**src/rtl/boron_pkg.sv**
```systemverilog
// Shared constants, S-box helpers and FSM state type for the BORON key schedule.
// The inverse S-box and PRECALC state exist only with BORON_KS_REVERSE_EN defined.
package boron_pkg;

  localparam int BORON_KEY_W  = 80;
  localparam int BORON_BLK_W  = 64;
  localparam int BORON_ROUNDS = 25;
  localparam int BORON_ROT    = 13;
  localparam int BORON_RND_W  = 5;

  localparam logic [BORON_RND_W-1:0] BORON_LAST_RND = 5'd25;

  typedef enum logic [1:0] {
    S_IDLE,
`ifdef BORON_KS_REVERSE_EN
    S_PRECALC,
`endif
    S_EMIT
  } ks_state_t;

  function automatic logic [3:0] s_box(input logic [3:0] x);
    case (x)
      4'h0: s_box = 4'hE;  4'h1: s_box = 4'h4;  4'h2: s_box = 4'hB;  4'h3: s_box = 4'h1;
      4'h4: s_box = 4'h7;  4'h5: s_box = 4'h9;  4'h6: s_box = 4'hC;  4'h7: s_box = 4'hA;
      4'h8: s_box = 4'hD;  4'h9: s_box = 4'h2;  4'hA: s_box = 4'h0;  4'hB: s_box = 4'hF;
      4'hC: s_box = 4'h8;  4'hD: s_box = 4'h5;  4'hE: s_box = 4'h3;  default: s_box = 4'h6;
    endcase
  endfunction

`ifdef BORON_KS_REVERSE_EN
  function automatic logic [3:0] dec_s_box(input logic [3:0] x);
    case (x)
      4'h0: dec_s_box = 4'hA;  4'h1: dec_s_box = 4'h3;  4'h2: dec_s_box = 4'h9;  4'h3: dec_s_box = 4'hE;
      4'h4: dec_s_box = 4'h1;  4'h5: dec_s_box = 4'hD;  4'h6: dec_s_box = 4'hF;  4'h7: dec_s_box = 4'h4;
      4'h8: dec_s_box = 4'hC;  4'h9: dec_s_box = 4'h5;  4'hA: dec_s_box = 4'h7;  4'hB: dec_s_box = 4'h2;
      4'hC: dec_s_box = 4'h6;  4'hD: dec_s_box = 4'h8;  4'hE: dec_s_box = 4'h0;  default: dec_s_box = 4'hB;
    endcase
  endfunction
`endif

endpackage

```
**src/rtl/boron_key_schedule_if.sv**
```systemverilog
// Start/key request and round-key stream handshake of the BORON key schedule.
// i_ks_dir is present only with BORON_KS_REVERSE_EN defined.
interface boron_key_schedule_if;

  logic                            i_ks_start;
  logic [boron_pkg::BORON_KEY_W-1:0] i_ks_key;
`ifdef BORON_KS_REVERSE_EN
  logic                            i_ks_dir;
`endif
  logic                            i_ks_ready;
  logic [boron_pkg::BORON_BLK_W-1:0] o_ks_rkey;
  logic [boron_pkg::BORON_RND_W-1:0] o_ks_round;
  logic                            o_ks_valid;
  logic                            o_ks_busy;
  logic                            o_ks_done;

  modport slave (
    input  i_ks_start, i_ks_key,
`ifdef BORON_KS_REVERSE_EN
    input  i_ks_dir,
`endif
    input  i_ks_ready,
    output o_ks_rkey, o_ks_round, o_ks_valid, o_ks_busy, o_ks_done
  );

  modport master (
    output i_ks_start, i_ks_key,
`ifdef BORON_KS_REVERSE_EN
    output i_ks_dir,
`endif
    output i_ks_ready,
    input  o_ks_rkey, o_ks_round, o_ks_valid, o_ks_busy, o_ks_done
  );

endinterface

```
**src/rtl/boron_ks_step.sv**
```systemverilog
// Combinational single BORON key-schedule step (forward, or inverse when
// BORON_KS_REVERSE_EN is defined and i_dir is high).
module boron_ks_step
  import boron_pkg::*;
(
  input  logic [BORON_KEY_W-1:0] i_key,
  input  logic [BORON_RND_W-1:0] i_rc,
`ifdef BORON_KS_REVERSE_EN
  input  logic                   i_dir,
`endif
  output logic [BORON_KEY_W-1:0] o_key
);

  logic [BORON_KEY_W-1:0] w_fwd;

  always_comb begin
    w_fwd        = {i_key[BORON_KEY_W-BORON_ROT-1:0], i_key[BORON_KEY_W-1:BORON_KEY_W-BORON_ROT]};
    w_fwd[3:0]   = s_box(w_fwd[3:0]);
    w_fwd[63:59] = w_fwd[63:59] ^ i_rc;
  end

`ifdef BORON_KS_REVERSE_EN
  // Inverse undoes the forward step in the opposite order: RC, S-box, rotation.
  logic [BORON_KEY_W-1:0] w_mix;
  logic [BORON_KEY_W-1:0] w_inv;

  always_comb begin
    w_mix        = i_key;
    w_mix[63:59] = w_mix[63:59] ^ i_rc;
    w_mix[3:0]   = dec_s_box(w_mix[3:0]);
    w_inv        = {w_mix[BORON_ROT-1:0], w_mix[BORON_KEY_W-1:BORON_ROT]};
  end

  assign o_key = i_dir ? w_inv : w_fwd;
`else
  assign o_key = w_fwd;
`endif

endmodule

```
**src/rtl/boron_key_schedule.sv**
```systemverilog
// BORON key schedule: streams round keys 0..25 per accepted handshake.
// Reverse order (via PRECALC) is compiled in with BORON_KS_REVERSE_EN.
module boron_key_schedule
  import boron_pkg::*;
(
  input  logic                 clk,
  input  logic                 rst,
  boron_key_schedule_if.slave  ks
);

  ks_state_t              r_state;
  logic [BORON_KEY_W-1:0] r_key;
  logic [BORON_RND_W-1:0] r_round;
  logic                   r_valid;
  logic                   r_busy;
  logic                   r_done;

  logic                   w_inv;
  logic                   w_fire;
  logic                   w_last;
  logic [BORON_RND_W-1:0] w_rc;
  logic [BORON_KEY_W-1:0] w_next;

`ifdef BORON_KS_REVERSE_EN
  logic r_dir;
  assign w_inv = r_dir && (r_state == S_EMIT);
`else
  assign w_inv = 1'b0;
`endif

  // Forward step producing key i+1 uses RC=i+1; inverse step from key i uses RC=i.
  assign w_rc   = w_inv ? r_round : (r_round + 5'd1);
  assign w_fire = r_valid && ks.i_ks_ready;
  assign w_last = w_inv ? (r_round == 5'd0) : (r_round == BORON_LAST_RND);

  boron_ks_step u_step (
    .i_key (r_key),
    .i_rc  (w_rc),
`ifdef BORON_KS_REVERSE_EN
    .i_dir (w_inv),
`endif
    .o_key (w_next)
  );

  always_ff @(posedge clk) begin
    if (rst) begin
      r_state <= S_IDLE;
      r_key   <= '0;
      r_round <= '0;
      r_valid <= 1'b0;
      r_busy  <= 1'b0;
      r_done  <= 1'b0;
`ifdef BORON_KS_REVERSE_EN
      r_dir   <= 1'b0;
`endif
    end else begin
      r_done <= 1'b0;
      case (r_state)
        S_IDLE: begin
          if (ks.i_ks_start) begin
            r_key   <= ks.i_ks_key;
            r_round <= '0;
            r_busy  <= 1'b1;
`ifdef BORON_KS_REVERSE_EN
            r_dir   <= ks.i_ks_dir;
            if (ks.i_ks_dir) begin
              r_state <= S_PRECALC;
              r_valid <= 1'b0;
            end else begin
              r_state <= S_EMIT;
              r_valid <= 1'b1;
            end
`else
            r_state <= S_EMIT;
            r_valid <= 1'b1;
`endif
          end
        end
`ifdef BORON_KS_REVERSE_EN
        // r_round doubles as the precalc step counter and lands on 25.
        S_PRECALC: begin
          r_key   <= w_next;
          r_round <= r_round + 5'd1;
          if (r_round == BORON_LAST_RND - 5'd1) begin
            r_state <= S_EMIT;
            r_valid <= 1'b1;
          end
        end
`endif
        S_EMIT: begin
          if (w_fire) begin
            if (w_last) begin
              r_state <= S_IDLE;
              r_valid <= 1'b0;
              r_busy  <= 1'b0;
              r_done  <= 1'b1;
            end else begin
              r_key   <= w_next;
              r_round <= w_inv ? (r_round - 5'd1) : (r_round + 5'd1);
            end
          end
        end
        default: begin
          r_state <= S_IDLE;
          r_valid <= 1'b0;
          r_busy  <= 1'b0;
        end
      endcase
    end
  end

  assign ks.o_ks_rkey  = r_key[BORON_BLK_W-1:0];
  assign ks.o_ks_round = r_round;
  assign ks.o_ks_valid = r_valid;
  assign ks.o_ks_busy  = r_busy;
  assign ks.o_ks_done  = r_done;

endmodule

```
**src/flat_wrapper.sv**
```systemverilog
// flat-port wrapper written by rule: the top's interface ports become plain ports
module boron_key_schedule_flat import boron_pkg::*;
  (clk, rst, ks_i_ks_start, ks_i_ks_key, ks_i_ks_ready, ks_o_ks_rkey, ks_o_ks_round, ks_o_ks_valid, ks_o_ks_busy, ks_o_ks_done);
  boron_key_schedule_if ks_i ();
  input  logic clk;
  input  logic rst;
  input wire logic [$bits(ks_i.i_ks_start)-1:0] ks_i_ks_start;
  input wire logic [$bits(ks_i.i_ks_key)-1:0] ks_i_ks_key;
  input wire logic [$bits(ks_i.i_ks_ready)-1:0] ks_i_ks_ready;
  output wire logic [$bits(ks_i.o_ks_rkey)-1:0] ks_o_ks_rkey;
  output wire logic [$bits(ks_i.o_ks_round)-1:0] ks_o_ks_round;
  output wire logic [$bits(ks_i.o_ks_valid)-1:0] ks_o_ks_valid;
  output wire logic [$bits(ks_i.o_ks_busy)-1:0] ks_o_ks_busy;
  output wire logic [$bits(ks_i.o_ks_done)-1:0] ks_o_ks_done;
  assign ks_i.i_ks_start = ks_i_ks_start;
  assign ks_i.i_ks_key = ks_i_ks_key;
  assign ks_i.i_ks_ready = ks_i_ks_ready;
  assign ks_o_ks_rkey = ks_i.o_ks_rkey;
  assign ks_o_ks_round = ks_i.o_ks_round;
  assign ks_o_ks_valid = ks_i.o_ks_valid;
  assign ks_o_ks_busy = ks_i.o_ks_busy;
  assign ks_o_ks_done = ks_i.o_ks_done;
  boron_key_schedule u_core (.clk(clk), .rst(rst), .ks(ks_i));
endmodule
```
**config.mk**
```make
export PLATFORM = sky130hd
export DESIGN_NAME = boron_key_schedule_flat
export DESIGN_NICKNAME = d
export VERILOG_FILES = /design/src/rtl/boron_pkg.sv /design/src/rtl/boron_key_schedule_if.sv /design/src/rtl/boron_ks_step.sv /design/src/rtl/boron_key_schedule.sv /design/src/flat_wrapper.sv
export SDC_FILE = /design/constraint.sdc
export NUM_CORES = 1
export LEC_CHECK = 0
export CAP_MARGIN = 20
export CELL_PAD_IN_SITES_DETAIL_PLACEMENT = 0
export CELL_PAD_IN_SITES_GLOBAL_PLACEMENT = 1
export CORE_ASPECT_RATIO = 0.75
export CORE_UTILIZATION = 37
export DETAILED_ROUTE_END_ITERATION = 16
export GPL_ROUTABILITY_DRIVEN = 0
export PLACE_DENSITY = 0.88
export RECOVER_POWER = 25
export SLEW_MARGIN = 5
export SYNTH_ARGS = -nofsm -noshare
export SYNTH_HDL_FRONTEND = slang
export SYNTH_HIERARCHICAL = 1
export SYNTH_SLANG_ARGS = --single-unit
```
**constraint.sdc**
```tcl
create_clock -name clk -period 3.45 [get_ports clk]
set_clock_uncertainty 0.05 [all_clocks]
set_input_delay 0.69 -clock clk [delete_from_list [all_inputs] [get_ports clk]]
set_output_delay 0.69 -clock clk [all_outputs]
set_load 0.05 [all_outputs]
```
==> flow_summary.yaml, run 1 <==
outcome:
  outcome: "completed"
drt:
  drcViolationCount: 0
  wl_per_cell_um: 18.8
  drtIter0Drc: 298
  ant_nets: 0
  firstDrtPassIters: 5
  via_per_inst: 5.21
  num_vias: 3858
  wl_mm: 13.9
setup_path:
  cp.required_ns: 2.71
  cp_num_buf_inv: 1
  reg2reg_from: "u_core/ks.o_ks_round[0]"
  critPathMaxStageDelay_ns: 0.89
  critPathTopFamily: "buffers and inverters"
  worstSetupEndpointType: "output port"
  crit_start: "u_core/ks.o_ks_busy"
  crit_arrival_ns: 1.77
  crit_fanout: 11
  cp_cell_sequence: "clkdlybuf4s50_1"
  crit_type: "flip-flop to output port"
  startpoint_type: "flip-flop"
  crit_slowest_cell: "clkdlybuf4s50_1"
  r2r_setup_slack_ns: 1.57
synthesis:
  synth_edf_count: 0
  synthDistinctLibCells: 35
  yosysWarnings: 6
  syn_avg_cell_area_um2: 8.78
  synth.cell_area_um2: 4980
  synth_seq_area_share_pct: 34.9
  ys_seq_elements: 87
  synth_nets: 656
  synthesis.instances: 568
  ys_async_sr_fraction_pct: 0
  ys.flop_type: "dfxtp_1"
sta:
  fmax_mhz: 398
  setup_viol: 0
  fin_crit_sh_pct: 72.9
  final_hold_viol_count: 0
  fin_setup_tns_ns: 0
  rsz0062_at_grt: "no"
  tightestPinTransition_ns: 0.556
  slew_headroom_pct: 62.8
  fin_crit_ns: 2.51
  maxSlewViolCount: 0
placed_design:
  dpl.hpwl_mm: 9.75
  portBuffers: 155
clock_tree:
  hold_buffers: 0
  cts-root-buf: "clkbuf_16"
  cts_sinks: 87
  cts_tree: "yes"
  cts_buffer_depth: 2
  htree_levels: 3
  clk_pin_slew_worst_paths_ns: 0.06
  post_cts_resized: 0
  clk_latency_ns: 0.34
  post-cts-setup-buffers: 0
  cts-buffers-inserted: 9
die:
  dieArea_um2: 13900
  core_region_area_um2: 13100
  start_util_pct: 38.2
  ios: 156
  core.rowCount: 36
  fp.dieW_um: 136
  die_y_um: 103
global_route:
  grt_pass1_wl_mm: 20.7
  grt_usage_pct: 20.1
  grt-ovfl-total: 0
  antenna_found_initial: 0
  grt_max_degree: 81
  grt_pass1_vias: 3615
cells_and_area:
  drive_gt1_share_pct: 18.1
  nNetsFinal: 652
  antennaDiodeCount: 0
  area_growth_pct: 19.3
worst_hold_path:
  hp-class: "flip-flop to flip-flop"
  min_from: "u_core/r_key[74]"
pwr:
  vdd_ir_drop_max_v: 0.000237
  clock_power_share_pct: 33.4
  swShare_pct: 32.0
  leakage_nw: 2.53
  comb_power_share_pct: 26.3
  p_seq_share_pct: 40.3
  powerDensity_nw_per_um2: 506
  power.total_mw: 3.01
  intPower_mw: 2.05
  power_switching_mw: 0.964
flow_run:
  maxCapViolations: 0
-- state kept, by name, indices dropped and copies added (netlist names) --
register	flops
u_core/r_key	80
u_core/ks.o_ks_round	5
u_core/ks.o_ks_busy	1
u_core/ks.o_ks_done	1
-- cell usage after synthesis (2+ instances only) --
cell	number	area, um^2
buf_4	136	1020
a21oi_1	88	440
dfxtp_1	87	1740
inv_1	85	319
o221a_2	74	833
buf_2	20	100
clkbuf_1	17	63.8
nand2_1	8	30.0
o221a_1	6	67.6
xor2_1	6	52.6
nand3_1	5	25.0
ha_1	4	50.1
nor2_1	4	15.0
a311oi_1	2	17.5
mux2i_1	2	20.0
nand2b_1	2	12.5
nand4b_1	2	17.5
nor2b_1	2	12.5
or2_2	2	12.5
-- logic make-up (layout without fill, tap and decap cells) --
logic type               count (synthesis)  count (layout)  share of synthesized area (%)
AO/OA/AOI/OAI                          177             177                           28.3
XOR/XNOR                                 8               8                           1.56
adder cells (fa/ha/maj)                  4               4                           1.00
buffers and inverters                  260             261                           30.5
flip-flops                              87              87                           34.9
multiplexers                             2               2                          0.402
AND/OR/NAND/NOR                         30              30                           3.26
-- per-layer routing --
layer  up-vias  track usage [%]  routed length [um]  part of all wire [%]
met3        16             5.80                1110                   8.0
met2       189             30.0                6010                    43
met5         -                0                   0                     0
met4         0             7.18                 212                   1.5
li1       1818                -                   -                     -
met1      1835             27.4                6570                    47
-- cell type report --
class / count / area, um^2
repair buffers: 160 / 1620
flip-flops and latches: 87 / 1740
clock inverters: 3 / 40.0
fillers: 1223 / 7120
clock buffers: 13 / 270
well taps: 171 / 214
multi-input cells: 221 / 1740
inverters: 85 / 319
-- metrics by stage --
step,instances,hold WS [ns],area [um^2],worst slack (ns),util (%)
3_3_place_gp,724,0.463,5640,1.15,43.2
5_1_grt,740,0.494,5950,0.872,45.5
4_1_cts,740,0.485,5950,0.933,45.5
3_5_place_dp,724,0.465,5640,1.11,43.2
6_report,740,0.482,5950,0.936,45.5
2_1_floorplan,568,0.435,4980,1.46,-
-- worst reg2reg max path: cells and delay by family, from the launching register on --
kind	cells	cell delay, ns
buf+inv	1	0.33
compound gates	1	0.29
simple gates	2	0.48
flops	1	0.47
fa+ha+maj	1	0.21
-- final timing paths --
check | endpoint | depth (start not counted)
setup reg to reg | u_core/r_key[21] | 5
hold reg to reg | u_core/r_key[74] | 1
setup / recovery | ks_o_ks_busy | 1
hold / removal | u_core/r_key[74] | 1
-- placed cells by master (no fill, tap or decap), types with 3 or more instances in the layout --
cell type          n
inv_1             85
nor2_1             4
ha_1               4
nand3_1            5
clkbuf_16          9
xor2_1             6
a21oi_1           88
clkdlybuf4s50_1  152
dfxtp_1           87
buf_12             3
o221a_1            6
o221a_2           74
clkbuf_8           3
nand2_1            7
-- power groups by stage --
stage,registers (mW),clock network [mW],logic [mW]
5_1_grt,1.22,1.07,0.834
4_1_cts,1.21,1.02,0.792
3_3_place_gp,1.23,0,0.779
2_1_floorplan,1.18,0,0.700
3_5_place_dp,1.23,0,0.789
6_report,1.21,1.01,0.791
No activity file was read; power rests on OpenSTA's default activity.
==> run 2, diff against run 1 <==
CORE_UTILIZATION = 31   (was 37)
PLACE_DENSITY = 0.79   (was 0.88)
clock period = 2.3 ns   (was 3.45 ns; I/O delays follow)
==> run 2 against run 1 <==
  * Sequential share of layout area fell by 0.31 points
  * Non-clock buffer count rose by 2
  * Hold slack improved by 0.0050 ns
  * Critical path depth did not move
  * Critical path type unchanged
  * Critical endpoint is now ks_o_ks_rkey[6]
  * Largest power group unchanged
  * Highest routed layer unchanged
==> flow_summary.yaml, run 2 (synthesis results as in run 1) <==
cells_and_area:
  antennaDiodeCount: 0
  nNetsFinal: 654
  largest-register: "u_core/r_key"
  layout_common_cells: "151 x clkdlybuf4s50_1, 88 x a21oi_1, 87 x dfxtp_1, 85 x inv_1, 74 x o221a_2"
  area_growth_pct: 20.6
  fin_area_um2: 6010
  drive_gt1_share_pct: 18.2
  largest_reg_flops: 80
  final_common_cell: "clkdlybuf4s50_1"
  nFillCells: 1525
placed_design:
  portBuffers: 155
  dpl.hpwl_mm: 10.4
  postPlaceCellArea_um2: 5720
clock_tree:
  clk_latency_ns: 0.33
  htree_levels: 3
  clk_pin_slew_worst_paths_ns: 0.06
  cts_tree: "yes"
  hold_buffers: 0
  post-cts-setup-buffers: 0
  cts-buffers-inserted: 9
  cts_sinks: 87
  cts-root-buf: "clkbuf_16"
  cts_buffer_depth: 2
setup_path:
  critPathTopFamily: "buffers and inverters"
  worstSetupEndpointType: "output port"
  critPathMaxStageDelay_ns: 0.86
  cp_cell_sequence: "clkdlybuf4s50_1"
  crit_fanout: 3
  crit_slowest_cell: "clkdlybuf4s50_1"
  cp.required_ns: 1.79
  cp_num_buf_inv: 1
  crit_arrival_ns: 1.66
  crit_type: "flip-flop to output port"
  startpoint_type: "flip-flop"
drt:
  num_vias: 3816
  ant_nets: 0
  wl_per_cell_um: 18.6
  drtIter0Drc: 292
  drcViolationCount: 0
  firstDrtPassIters: 5
  via_per_inst: 4.92
  wl_mm: 14.4
pwr:
  vdd_ir_drop_max_v: 0.000454
  leakage_nw: 2.55
  power.total_mw: 4.58
  powerDensity_nw_per_um2: 762
sta:
  fin_crit_ns: 2.17
  whs_ns: 0.487
  tightestPinTransition_ns: 0.649
  rsz0062_at_grt: "no"
  slew_headroom_pct: 56.7
  fin_crit_sh_pct: 94.5
  setup_viol: 0
  fin_setup_tns_ns: 0
  fmax_mhz: 460
  final_hold_viol_count: 0
  maxSlewViolCount: 0
global_route:
  grt_pass1_wl_mm: 22.0
  grt_usage_pct: 17.5
  grt_max_degree: 90
  antenna_found_initial: 0
  grt_pass1_vias: 3702
  grt-ovfl-total: 0
die:
  dieArea_um2: 16600
  ios: 156
  core_region_area_um2: 15500
  fp.dieW_um: 148
  die_y_um: 112
  core.rowCount: 39
  start_util_pct: 32.2
flow_run:
  maxCapViolations: 0
worst_hold_path:
  hp-class: "flip-flop to flip-flop"
outcome:
  outcome: "completed"
run 2: changes by cell type in the layout (fill, tap and decap cells not counted):
cell / before / now
dlygate4sd3_1: 2 / 1
buf_6: 0 / 1
clkbuf_1: 1 / 3
bufinv_16: 1 / 2
clkdlybuf4s50_1: 152 / 151
buf_12: 3 / 4
clkbuf_8: 3 / 1
run 2: area by class of cell:
| cell class | count | area (um^2) | area share (%) |
|---|---|---|---|
| Clock buffer | 11 | 243 | 4.04 |
| Clock inverter | 4 | 70.1 | 1.17 |
| Inverter | 85 | 319 | 5.31 |
| Multi-Input combinational cell | 221 | 1740 | 29.0 |
| Sequential cell | 87 | 1740 | 29.0 |
| Tap cell | 205 | 256 | 4.27 |
| Timing Repair Buffer | 162 | 1640 | 27.3 |
run 2: stage by stage:
step / util (%) / std cells / worst slack [ns]
floorplan: - / 568 / 0.310
global placement: 37.0 / 760 / 0.194
detailed placement: 37.0 / 760 / 0.156
CTS: 39.0 / 775 / 0.00540
global route: 38.9 / 775 / 0.0507
finish: 38.9 / 775 / 0.126
run 2: power breakdown:
part / switching [mW] / internal, mW / leakage (nW)
clock network: 0.584 / 0.972 / 0.155
logic: 0.694 / 0.505 / 1.67
registers: 0.180 / 1.64 / 0.721
run 2: worst reg2reg max path: cells and delay by family (launching register included):
kind            cells  cell delay (ns)
fa+ha+maj           1             0.23
buf+inv             1             0.49
compound gates      1             0.37
simple gates        2             0.48
flops               1             0.47
run 2: path summary, 6_finish.rpt:
path | from | end | depth (start not counted) | slack (ns)
worst max register to register | u_core/ks.o_ks_round[0] | u_core/r_key[43] | 5 | 0.15
worst min-delay path | u_core/r_key[78] | u_core/r_key[78] | 1 | 0.49
worst min register to register | u_core/r_key[78] | u_core/r_key[78] | 1 | 0.49
worst max-delay path | u_core/r_key[6] | ks_o_ks_rkey[6] | 1 | 0.13
run 2: timing repair:
action | CTS | global route
resized for setup | 0 | 2
setup endpoints to repair | 0 | 2
endpoints found under the hold margin | 0 | 0
run 2: per-layer routing:
layer,global-route usage [%],routed length (um)
met5,0,0
met1,26.3,7140
met4,4.54,161
met3,4.59,1080
met2,24.1,6000
==> run 3, diff against run 2 <==
ABC_CLOCK_PERIOD_IN_PS = 2300   (was not set)
GPL_TIMING_DRIVEN = 0   (was not set)
==> run 3 against run 2 <==
  * Routed wire length increased by 8.1%
  * Sequential power is 2% lower
  * Clock power decreased by 3%
  * Sequential share of layout area shrank 4.4 points
  * Hold slack lost 0.013 ns
  * Register-to-register slack better by 0.04 ns
  * Clock-buffer cell count is 3 higher
  * Maximum frequency fell by 3.8%
  * Largest cell class is now buffers
  * Largest power group unchanged
==> flow_summary.yaml, run 3 (synthesis results as in run 1) <==
setup_path:
  timing.rr.end: "u_core/r_key[20]"
  startpoint_type: "flip-flop"
  worstSetupEndpointType: "output port"
  r2r_cells: 5
  cp.required_ns: 1.79
  crit_arrival_ns: 1.75
  crit_type: "flip-flop to output port"
  cp_num_buf_inv: 2
  path_depth: 2
  crit_slowest_cell: "clkdlybuf4s50_1"
  crit_fanout: 3
  critPathMaxStageDelay_ns: 0.79
  r2r_setup_slack_ns: 0.19
  reg2reg_from: "u_core/ks.o_ks_round[0]"
  cp_cell_sequence: "buf_4, clkdlybuf4s50_1"
  critPathTopFamily: "buffers and inverters"
flow_run:
  maxCapViolations: 0
placed_design:
  portBuffers: 154
  place_ws_ns: -0.0399
  dpl.hpwl_mm: 12.0
worst_hold_path:
  hp-class: "flip-flop to flip-flop"
  min_from: "u_core/r_key[74]"
  min_path_cells: 1
  min_to: "u_core/r_key[74]"
global_route:
  grt_usage_pct: 18.7
  grt-ovfl-total: 0
  grt_pass1_vias: 4493
  grt_pass1_wl_mm: 23.6
  antenna_found_initial: 0
  grt_max_degree: 14
die:
  core.rowCount: 39
  core_region_area_um2: 15500
  die_y_um: 112
  dieArea_um2: 16600
  ios: 156
  start_util_pct: 32.2
  fp.dieW_um: 148
cells_and_area:
  area_growth_pct: 42.1
  nFillCells: 1489
  largest-register: "u_core/r_key"
  fin_util_pct: 45.8
  nNetsFinal: 821
  drive_gt1_share_pct: 34.1
  largest_reg_flops: 80
  final_common_cell: "clkdlybuf4s50_1"
  layout_common_cells: "142 x clkdlybuf4s50_1, 136 x buf_4, 88 x a21oi_1, 87 x dfxtp_1, 85 x inv_1"
  antennaDiodeCount: 0
pwr:
  powerDensity_nw_per_um2: 685
  power.total_mw: 4.85
  leakage_nw: 3.31
  vdd_ir_drop_max_v: 0.000349
clock_tree:
  post-cts-setup-buffers: 0
  cts_tree: "yes"
  cts-root-buf: "clkbuf_16"
  cts_sinks: 87
  cts-buffers-inserted: 9
  htree_levels: 3
  clk_pin_slew_worst_paths_ns: 0.06
  cts_buffer_depth: 2
  clk_latency_ns: 0.34
sta:
  final_hold_viol_count: 0
  fin_ws_ns: 0.0407
  tightestPinTransition_ns: 0.624
  fin_crit_sh_pct: 98.2
  rsz0062_at_grt: "no"
  fin_crit_ns: 2.26
  fmax_mhz: 443
  setup_viol: 0
  whs_ns: 0.474
  slew_headroom_pct: 58.4
  maxSlewViolCount: 0
  fin_setup_tns_ns: 0
outcome:
  outcome: "completed"
drt:
  drcViolationCount: 0
  num_vias: 4458
  wl_mm: 15.5
  drtIter0Drc: 268
  wl_per_cell_um: 16.5
  ant_nets: 0
  firstDrtPassIters: 5
  via_per_inst: 4.73
run 3: changes by cell type in the layout (fill, tap and decap cells not counted), sizes merged:
cell,previous run,this run
bufinv,2,1
clkdlybuf4s50,151,142
clkbuf,13,39
clkinv,2,0
clkinvlp,0,1
buf,8,152
dlygate4sd3,1,10
run 3: final cells by class:
class	count	area (um^2)	area share, %
clock inverter	2	37.5	0.530
tap	205	256	3.62
buffer	175	1200	17.0
multi-input combinational	221	1720	24.3
timing repair buffer	154	1530	21.6
inverter	85	319	4.51
clock buffer	14	274	3.87
sequential	87	1740	24.6
run 3: worst max-delay path by stage:
stage | startpoint | end | slack [ns]
after global routing | u_core/r_key[7] | ks_o_ks_rkey[7] | 0.005
after floorplan | u_core/ks.o_ks_round[0] | u_core/r_key[63] | 0.31
after global placement | ks_i_ks_ready | u_core/r_key[0] | 0.009
final | u_core/r_key[7] | ks_o_ks_rkey[7] | 0.04
after detailed placement | ks_i_ks_ready | u_core/r_key[20] | -0.04
after CTS | u_core/r_key[5] | ks_o_ks_rkey[5] | 0.03
run 3: per-layer routing:
layer / routed length (um) / track usage (%)
met5: 0 / 0
met4: 223 / 5.09
met3: 1120 / 5.37
met2: 6700 / 27.7
met1: 7500 / 26.1
run 3: what timing repair did:
action	CTS	global route
endpoints found under the setup margin	0	2
hold buffers	0	0
gates resized for setup	0	2
run 3: stage by stage:
stage / instance area [um^2] / std cells
2_1_floorplan: 4980 / 568
4_1_cts: 7090 / 943
3_5_place_dp: 6780 / 927
5_1_grt: 7080 / 943
3_3_place_gp: 6780 / 927
6_report: 7080 / 943
run 3: power by group:
group	internal [mW]	leakage, nW	switching, mW
registers	1.64	0.721	0.148
clock network	0.932	0.149	0.592
logic	0.744	2.44	0.789
run 3: worst register-to-register path: cells and delay by family (launching register included):
family	cells	cell delay [ns]
flip-flops	1	0.47
buffers and inverters	1	0.33
AND/OR/NAND/NOR	2	0.76
AO/OA/AOI/OAI	1	0.24
adder cells (fa/ha/maj)	1	0.21
